File: config.mk
export PLATFORM = sky130hd
export DESIGN_NAME = period_meter
export DESIGN_NICKNAME = d
export VERILOG_FILES = /design/src/rtl/period_meter.sv
export SDC_FILE = /design/constraint.sdc
export NUM_CORES = 1
export LEC_CHECK = 0
export BUFFER_PORTS_ARGS = -buffer_cell sky130_fd_sc_hd__buf_2
export CORE_UTILIZATION = 56
export DETAILED_ROUTE_END_ITERATION = 10
export GPL_TIMING_DRIVEN = 0
export PLACE_DENSITY = 0.78
export SYNTH_ARGS = -nofsm -noshare
export SYNTH_HDL_FRONTEND = slang
export SYNTH_SLANG_ARGS = --single-unit
export TNS_END_PERCENT = 30
File: constraint.sdc
create_clock -name clk -period 2.8 [get_ports clk]
set_input_delay 0.28 -clock clk [delete_from_list [all_inputs] [get_ports clk]]
set_output_delay 0.28 -clock clk [all_outputs]
set_load 0.005 [all_outputs]
File: src/rtl/period_meter.sv
// period_meter: recovers the period and high time of a slow periodic input,
// both counted in cycles of clk. The input is synchronised, its edges are
// detected, and a counter running between consecutive rising edges is
// captured into registered outputs together with a one-cycle valid strobe.
module period_meter #(
    parameter int CNT_W       = 16,
    parameter int SYNC_STAGES = 2
) (
    input  logic             clk,
    input  logic             rst,
    input  logic             en,
    input  logic             sig_in,
    output logic [CNT_W-1:0] period,
    output logic [CNT_W-1:0] high_time,
    output logic             valid,
    output logic             timeout,
    output logic             busy
);

    typedef enum logic {
        IDLE    = 1'b0,
        MEASURE = 1'b1
    } state_t;

    localparam logic [CNT_W-1:0] CNT_MAX = '1;
    localparam logic [CNT_W-1:0] CNT_ONE = CNT_W'(1);

    logic [SYNC_STAGES-1:0] sigSync_q;
    logic                   sigPrev_q;
    logic                   sigNow;
    logic                   rise;
    logic                   fall;

    state_t                 state_q;
    logic [CNT_W-1:0]       cnt_q;
    logic [CNT_W-1:0]       cnt_d;
    logic [CNT_W-1:0]       highCap_q;
    logic [CNT_W-1:0]       period_q;
    logic [CNT_W-1:0]       highTime_q;
    logic                   valid_q;
    logic                   timeout_q;
    logic                   busy_q;

    // Shift the asynchronous input through the synchroniser chain and keep
    // the previous synchronised value for edge detection.
    always_ff @(posedge clk or posedge rst) begin
        if (rst) begin
            sigSync_q <= '0;
            sigPrev_q <= 1'b0;
        end else begin
            sigSync_q <= {sigSync_q[SYNC_STAGES-2:0], sig_in};
            sigPrev_q <= sigSync_q[SYNC_STAGES-1];
        end
    end

    assign sigNow = sigSync_q[SYNC_STAGES-1];
    assign rise   = sigNow & ~sigPrev_q;
    assign fall   = ~sigNow & sigPrev_q;
    assign cnt_d  = cnt_q + CNT_ONE;

    // Measurement FSM: the first rise arms the counter, each later rise
    // publishes the count; saturation without a rise aborts to IDLE.
    always_ff @(posedge clk or posedge rst) begin
        if (rst) begin
            state_q    <= IDLE;
            cnt_q      <= '0;
            highCap_q  <= '0;
            period_q   <= '0;
            highTime_q <= '0;
            valid_q    <= 1'b0;
            timeout_q  <= 1'b0;
            busy_q     <= 1'b0;
        end else begin
            valid_q   <= 1'b0;
            timeout_q <= 1'b0;
            if (!en) begin
                state_q <= IDLE;
                cnt_q   <= '0;
                busy_q  <= 1'b0;
            end else begin
                case (state_q)
                    IDLE: begin
                        cnt_q  <= '0;
                        busy_q <= 1'b0;
                        if (rise) begin
                            cnt_q   <= CNT_ONE;
                            state_q <= MEASURE;
                            busy_q  <= 1'b1;
                        end
                    end
                    MEASURE: begin
                        busy_q <= 1'b1;
                        if (fall) begin
                            highCap_q <= cnt_q;
                        end
                        if (rise) begin
                            period_q   <= cnt_q;
                            highTime_q <= highCap_q;
                            valid_q    <= 1'b1;
                            cnt_q      <= CNT_ONE;
                        end else if (cnt_q == CNT_MAX) begin
                            timeout_q <= 1'b1;
                            cnt_q     <= '0;
                            state_q   <= IDLE;
                            busy_q    <= 1'b0;
                        end else begin
                            cnt_q <= cnt_d;
                        end
                    end
                    default: begin
                        state_q <= IDLE;
                        cnt_q   <= '0;
                        busy_q  <= 1'b0;
                    end
                endcase
            end
        end
    end

    assign period    = period_q;
    assign high_time = highTime_q;
    assign valid     = valid_q;
    assign timeout   = timeout_q;
    assign busy      = busy_q;

endmodule

==> out/metrics.json, run 1 <==
{
  "result_of_the_run": "finished clean",
  "insertedDiodeCount": 0,
  "num_cts_buffers": 9,
  "place.detailed.hpwl_mm": 3.32,
  "timing.hold.worst.class": "primary input to flip-flop",
  "achievable-frequency_ghz": 0.538,
  "synthDominantAreaCellType": "sky130_fd_sc_hd__dfrtp_1",
  "final.period_utilization_pct": 66.4,
  "timing.final.setup_violations": 0,
  "avgViaCountPerCell": 5.34,
  "pin_count_of_the_biggest_net_entering_global_routing": 71,
  "top_fanout_value_on_the_critical_path": 10,
  "clock-skew-final_ps": 8.25,
  "synth_area_per_cell_um2": 13.5,
  "gp_congestion": 0.794,
  "yosys_synthesis_warning_count": 0,
  "path_clk_slew_ps": 70,
  "synth_nets": 212,
  "ctsHtreeMaxLevel": 3,
  "design.final.nets": 261,
  "hold_viol_final": 0,
  "fin_total_pwr_uw": 1900,
  "wl_per_cell_um": 15.2,
  "synth.distinct_cells": 29,
  "remaining_drc_errors": 0,
  "postCtsHoldBufs": 0,
  "highest-signal-layer": "met4",
  "insertion_delay_ps": 340,
  "dr_total_vias": 1751,
  "drt_wl_total_mm": 4.99,
  "wl_met1_mm": 2.19,
  "final-max-slew-violation-count": 0,
  "sequential_power_share_pct": 54.4,
  "grt_pass1_wl_mm": 8.23,
  "start_kind": "flip-flop",
  "share_comb_of_total_power_pct": 3.1,
  "final_layout_size_suffix_gt1_share_pct": 41.8,
  "crit_path_end_kind": "flip-flop",
  "postPlaceCellArea_mm2": 0.00307,
  "sw_ratio_pct": 20.9,
  "synth_seq_area_share_pct": 62.7,
  "synth_top_cells_by_area": "sky130_fd_sc_hd__dfrtp_1 63%, sky130_fd_sc_hd__mux2_2 17%, sky130_fd_sc_hd__xnor2_1 2.5%",
  "rsz_0062_raised_after_global_routing": "false",
  "slew_headroom_pct": 43.9,
  "max_cap_violations": 0,
  "cts.sink_count": 70,
  "final_area_mm2": 0.00327,
  "layout-area-overhead-vs-synth_pct": 17.1,
  "initial_antenna_violation_count": 0,
  "cell_area_after_technology_mapping_mm2": 0.00279,
  "met2RoutedLength_mm": 2.52,
  "detailedRoute.firstIterationViolations": 106,
  "core_area_mm2": 0.00475,
  "postSynthCellCount": 207,
  "pwr_density_cell_mw_per_mm2": 581,
  "grt_remaining_overflow": 0,
  "ios": 39,
  "postRouteAntennaNets": 0,
  "cts_max_path_buffers": 2,
  "die-area_mm2": 0.00527,
  "initial_core_util_pct": 58.7,
  "p_leak_uw": 0.00168,
  "dieHeight_um": 72.6,
  "irDropWorstVdd_uv": 419,
  "worst_slew_pin_slew_ps": 841,
  "tritoncts_clock_tree": "done",
  "finalCoreUtilization_pct": 68.8,
  "die_width_um": 72.6,
  "postCtsResizedCells": 0,
  "final_common_cell": "sky130_fd_sc_hd__dfrtp_1",
  "grt_usage_pct": 22.0,
  "rows": 25,
  "most_used_cells_in_the_layout_excluding_fill_and_tap_cells": "70 x sky130_fd_sc_hd__dfrtp_1, 42 x sky130_fd_sc_hd__mux2_2, 41 x sky130_fd_sc_hd__buf_2",
  "critPathRequiredTime_ps": 3020,
  "metal3_wl_um": 205,
  "first_global_vias": 1693,
  "postCtsSetupBuffers": 0,
  "critPathKind": "flip-flop to flip-flop",
  "cts_root_buffer": "sky130_fd_sc_hd__clkbuf_8",
  "drt_first_pass_iters": 4,
  "port_buffers": 38,
  "switching_power_uw": 398,
  "ys_seq_elements": 70,
  "power.share.clock_pct": 42.5,
  "crit_arrival_ps": 2080,
  "synth.top_cell.area_share_pct": 62.7,
  "post-route-min-period_ps": 1860,
  "power.internal_uw": 1500
}
## synth_stat cells (all sizes together)
cell	instances
o21ai	9
and3	3
clkbuf	2
nand3	8
o31a	1
buf	5
o21ba	1
mux2	42
a21oi	1
xnor2	8
and2b	1
xor2	4
nor4	3
nand3b	1
dfrtp	70
nand4b	1
o21bai	1
or2	1
nor2	15
nand4	4
or4	1
nor3	5
nand2	12
inv	6
or3	1
ha	1
## per-layer routing
layer  vias up  track usage [%]
li1        817                -
met1       884             26.8
met2        43             36.0
met3         7             7.60
met4         0             9.15
met5         -                0
## through the flow
stage	instances	hold WS [ps]	worst slack [ps]	TNS, ps
2_1_floorplan	207	311	752	0
3_3_place_gp	312	333	-32.9	-2070
6_report	328	62.2	940	0
5_1_grt	328	45.2	802	0
3_5_place_dp	312	350	909	0
4_1_cts	328	42.2	915	0
## area by class of cell
type	instances	area (um^2)
fillers	369	1490
multi-input cells	124	973
clock inverters	4	45.0
inverters	6	25.0
well taps	67	83.8
plain buffers	7	45.0
clock buffers	12	155
repair buffers	38	190
flip-flops and latches	70	1750
## worst max-delay path, stage by stage, from the launching register on
cell	delay, ps
sky130_fd_sc_hd__dfrtp_1	380
sky130_fd_sc_hd__and2b_2	210
sky130_fd_sc_hd__nand3_1	360
sky130_fd_sc_hd__clkbuf_1	400
sky130_fd_sc_hd__mux2_2	390
## state kept, by name, indices dropped and copies added, names as in the netlist
register	cells
cnt_q	16
highCap_q	16
high_time	16
period	16
sigSync_q	2
busy	1
sigPrev_q	1
timeout	1
valid	1
## power by group through the flow
stage          combinational [uW]  sequential (uW)  clock, uW
2_1_floorplan                39.6             1050          0
3_5_place_dp                 61.1             1050          0
5_1_grt                      68.3             1030        864
4_1_cts                      61.1             1030        826
3_3_place_gp                 59.5             1050          0
6_report                     59.7             1030        808
## cell families after synthesis
group	count (synthesis)	synth area share, %
XOR/XNOR	12	3.76
AND/OR/NAND/NOR	56	10.5
adder cells (fa/ha/maj)	1	0.448
buffers and inverters	13	2.42
multiplexers	42	16.9
AO/OA/AOI/OAI	13	3.18
flip-flops	70	62.7
## worst paths after layout
path | startpoint | endpoint | depth (start not counted) | slack (ps)
min | sig_in | sigSync_q[0] | 1 | 60
max reg2reg | sigSync_q[1] | high_time[8] | 4 | 940
max | sigSync_q[1] | high_time[8] | 4 | 940
min reg2reg | sigSync_q[0] | sigSync_q[1] | 0 | 360
max in group asynchronous | rst | highCap_q[12] | 2 | 2140
min in group asynchronous | rst | highCap_q[4] | 2 | 110
(Power assumes the default switching activity.)
==> inputs of run 2 (changes only) <==
ABC_AREA = 1   (was unset)
CORE_UTILIZATION = 51   (was 56)
PLACE_DENSITY = 0.75   (was 0.78)
clock period = 1.7 ns   (was 2.8 ns; I/O delays follow)
==> out/metrics.json, run 2 <==
{
  "synth-xor-area-share_pct": 2.46,
  "max_cap_violations": 0,
  "timing.final.setup_violations": 0,
  "grt_usage_pct": 22.1,
  "start_kind": "flip-flop",
  "synth_nets": 317,
  "worst_slew_pin_slew_ps": 823,
  "final-max-slew-violation-count": 0,
  "p_leak_uw": 0.00170,
  "top_fanout_value_on_the_critical_path": 10,
  "cts.sink_count": 70,
  "drt_first_pass_iters": 4,
  "die_width_um": 76.8,
  "cts_root_buffer": "sky130_fd_sc_hd__clkbuf_8",
  "synthDominantAreaCellType": "sky130_fd_sc_hd__dfrtp_1",
  "timing.hold.worst.class": "primary input to flip-flop",
  "rows": 26,
  "gp_congestion": 0.890,
  "grt_remaining_overflow": 0,
  "final_cells": 438,
  "slew_headroom_pct": 45.0,
  "postSynthCellCount": 312,
  "share_comb_of_total_power_pct": 3.5,
  "synth_area_per_cell_um2": 9.14,
  "critical-path-max-stage-delay_ps": 430,
  "synth_seq_area_share_pct": 61.5,
  "yosys_synthesis_warning_count": 0,
  "achievable-frequency_ghz": 0.634,
  "crit_path_end_kind": "flip-flop",
  "cpMaxStageDelayCell": "sky130_fd_sc_hd__dfrtp_2",
  "synth.most_common_cell": "sky130_fd_sc_hd__nand2_1",
  "ys_top_cells_by_count": "110 x sky130_fd_sc_hd__nand2_1, 70 x sky130_fd_sc_hd__dfrtp_1, 35 x sky130_fd_sc_hd__o21ai_1",
  "pwr_density_cell_mw_per_mm2": 932,
  "sequential_power_share_pct": 54.1,
  "design.final.nets": 369,
  "postRouteAntennaNets": 0,
  "grt_pass1_wl_mm": 9.92,
  "final.period_utilization_pct": 92.8,
  "place.detailed.hpwl_mm": 4.04,
  "ios": 39,
  "dr_total_vias": 2143,
  "core_area_mm2": 0.00524,
  "most_used_cells_in_the_layout_excluding_fill_and_tap_cells": "110 x sky130_fd_sc_hd__nand2_1, 69 x sky130_fd_sc_hd__dfrtp_1, 42 x sky130_fd_sc_hd__buf_2",
  "clock-skew-final_ps": 4.37,
  "synth.distinct_cells": 23,
  "synth-adder-area-share_pct": 0.439,
  "tns_ps": 0,
  "insertedDiodeCount": 0,
  "dieHeight_um": 76.8,
  "final_area_mm2": 0.00337,
  "cts_max_path_buffers": 2,
  "synth_compound_area_share_pct": 6.76,
  "result_of_the_run": "finished clean",
  "die-area_mm2": 0.00589,
  "synth_top_flop_cell": "sky130_fd_sc_hd__dfrtp_1",
  "hold_viol_final": 0,
  "switching_power_uw": 670,
  "detailedRoute.firstIterationViolations": 99,
  "rsz_0062_raised_after_global_routing": "false",
  "post-route-min-period_ps": 1580,
  "crit_chain": "ha_1 > nand2_1 > nor2_2 > nand4_2 > nand2_2 > buf_6 > nor2_1",
  "cp.buffers_inverters": 1,
  "postPlaceCellArea_mm2": 0.00315,
  "dominant_combinational_cell_family_by_area_after_synthesis": "simple AND/OR/NAND/NOR gates",
  "path_clk_slew_ps": 70,
  "synth_top_cells_by_area": "sky130_fd_sc_hd__dfrtp_1 61%, sky130_fd_sc_hd__nand2_1 14%, sky130_fd_sc_hd__o21ai_1 6.1%",
  "synth.top_cell.area_share_pct": 61.5,
  "yosys.area_share.simple_pct": 22.8,
  "insertion_delay_ps": 340,
  "num_cts_buffers": 9,
  "initial_core_util_pct": 54.4,
  "layout-area-overhead-vs-synth_pct": 18.3,
  "crit_arrival_ps": 1800,
  "first_global_vias": 2118,
  "irDropWorstVdd_uv": 395,
  "cell_area_after_technology_mapping_mm2": 0.00285,
  "timing.reg2reg.setup_slack_ps": 120,
  "drt_wl_total_mm": 5.65,
  "sw_ratio_pct": 21.3,
  "remaining_drc_errors": 0,
  "ys_seq_elements": 70,
  "postCtsSetupBuffers": 0,
  "port_buffers": 38,
  "initial_antenna_violation_count": 0,
  "critPathKind": "flip-flop to flip-flop",
  "pin_count_of_the_biggest_net_entering_global_routing": 39,
  "ys_async_sr_fraction_pct": 100,
  "power.internal_uw": 2470,
  "tritoncts_clock_tree": "done",
  "power.share.clock_pct": 42.4,
  "yosys-mux-area-fraction_pct": 0,
  "final_common_cell": "sky130_fd_sc_hd__nand2_1",
  "critPathRequiredTime_ps": 1930,
  "dp_cells": 421,
  "synth_edf_count": 0,
  "final_layout_size_suffix_gt1_share_pct": 20.9,
  "cpLargestDelayFamily": "simple AND/OR/NAND/NOR gates",
  "avgViaCountPerCell": 4.89,
  "wl_per_cell_um": 12.9,
  "ctsHtreeMaxLevel": 3
}
[run 2: final cells by class]
class / count / area, um^2
inverter: 29 / 113
multi-input combinational: 203 / 925
sequential: 70 / 1750
buffer: 10 / 65.1
clock inverter: 3 / 43.8
clock buffer: 12 / 155
timing repair buffer: 41 / 230
fill: 432 / 1870
tap: 70 / 87.6
[run 2: tightest hold or removal path, stage by stage]
cell                      delay, ps
sky130_fd_sc_hd__buf_2           90
sky130_fd_sc_hd__nand2_1         70
sky130_fd_sc_hd__nand2_1         70
[run 2: power by group through the flow]
stage / Combinational [uW] / Clock (uW) / Sequential, uW
after floorplan: 68.4 / 0 / 1730
after global placement: 103 / 0 / 1730
after detailed placement: 111 / 0 / 1730
after CTS: 115 / 1360 / 1700
after global routing: 128 / 1440 / 1700
final: 111 / 1330 / 1700
[run 2: timing repair]
| action | 4_1_cts | 5_1_grt |
|---|---|---|
| hold buffers | 2 | 0 |
| endpoints found under the setup margin | 0 | 10 |
| hold endpoints to repair | 28 | 0 |
| resized for setup | 0 | 1 |
[run 2: path summary, 6_finish.rpt]
check | startpoint | endpoint | depth (start not counted)
max reg2reg | cnt_q[0] | cnt_q[11] | 7
max | cnt_q[0] | cnt_q[11] | 7
min reg2reg | sigSync_q[0] | sigSync_q[1] | 0
max in group asynchronous | rst | period[3] | 4
min | en | busy | 3
min in group asynchronous | rst | highCap_q[15] | 3
[run 2: kinds of logic (layout without fill, tap and decap cells)]
| logic type | after synthesis | count (layout) |
|---|---|---|
| xor gates and xnor gates | 8 | 8 |
| DFF | 70 | 70 |
| AOI/OAI and AO/OA | 38 | 38 |
| adders and majority gates | 1 | 1 |
| and+or+nand+nor | 156 | 156 |
| buffers and inverters | 39 | 95 |
[run 2: per-stage QoR]
stage / setup WS [ps] / hold WS [ps] / power (uW) / util, %
2_1_floorplan: 381 / 201 / 1800 / -
3_3_place_gp: 142 / 277 / 1830 / 59.8
3_5_place_dp: 84.6 / 280 / 1840 / 60.2
4_1_cts: 58.1 / 86.4 / 3180 / 64.4
5_1_grt: 12.5 / 104 / 3270 / 64.4
6_report: 123 / 95.1 / 3140 / 64.4
[run 2: per-layer routing]
metal / part of all wire (%) / global-route usage [%] / routed length (um) / vias up
li1: - / - / - / 1082
met1: 46 / 28.6 / 2620 / 999
met2: 47 / 34.6 / 2670 / 51
met3: 4.1 / 4.40 / 231 / 11
met4: 2.2 / 12.7 / 124 / 0
met5: 0 / 0 / 0 / -
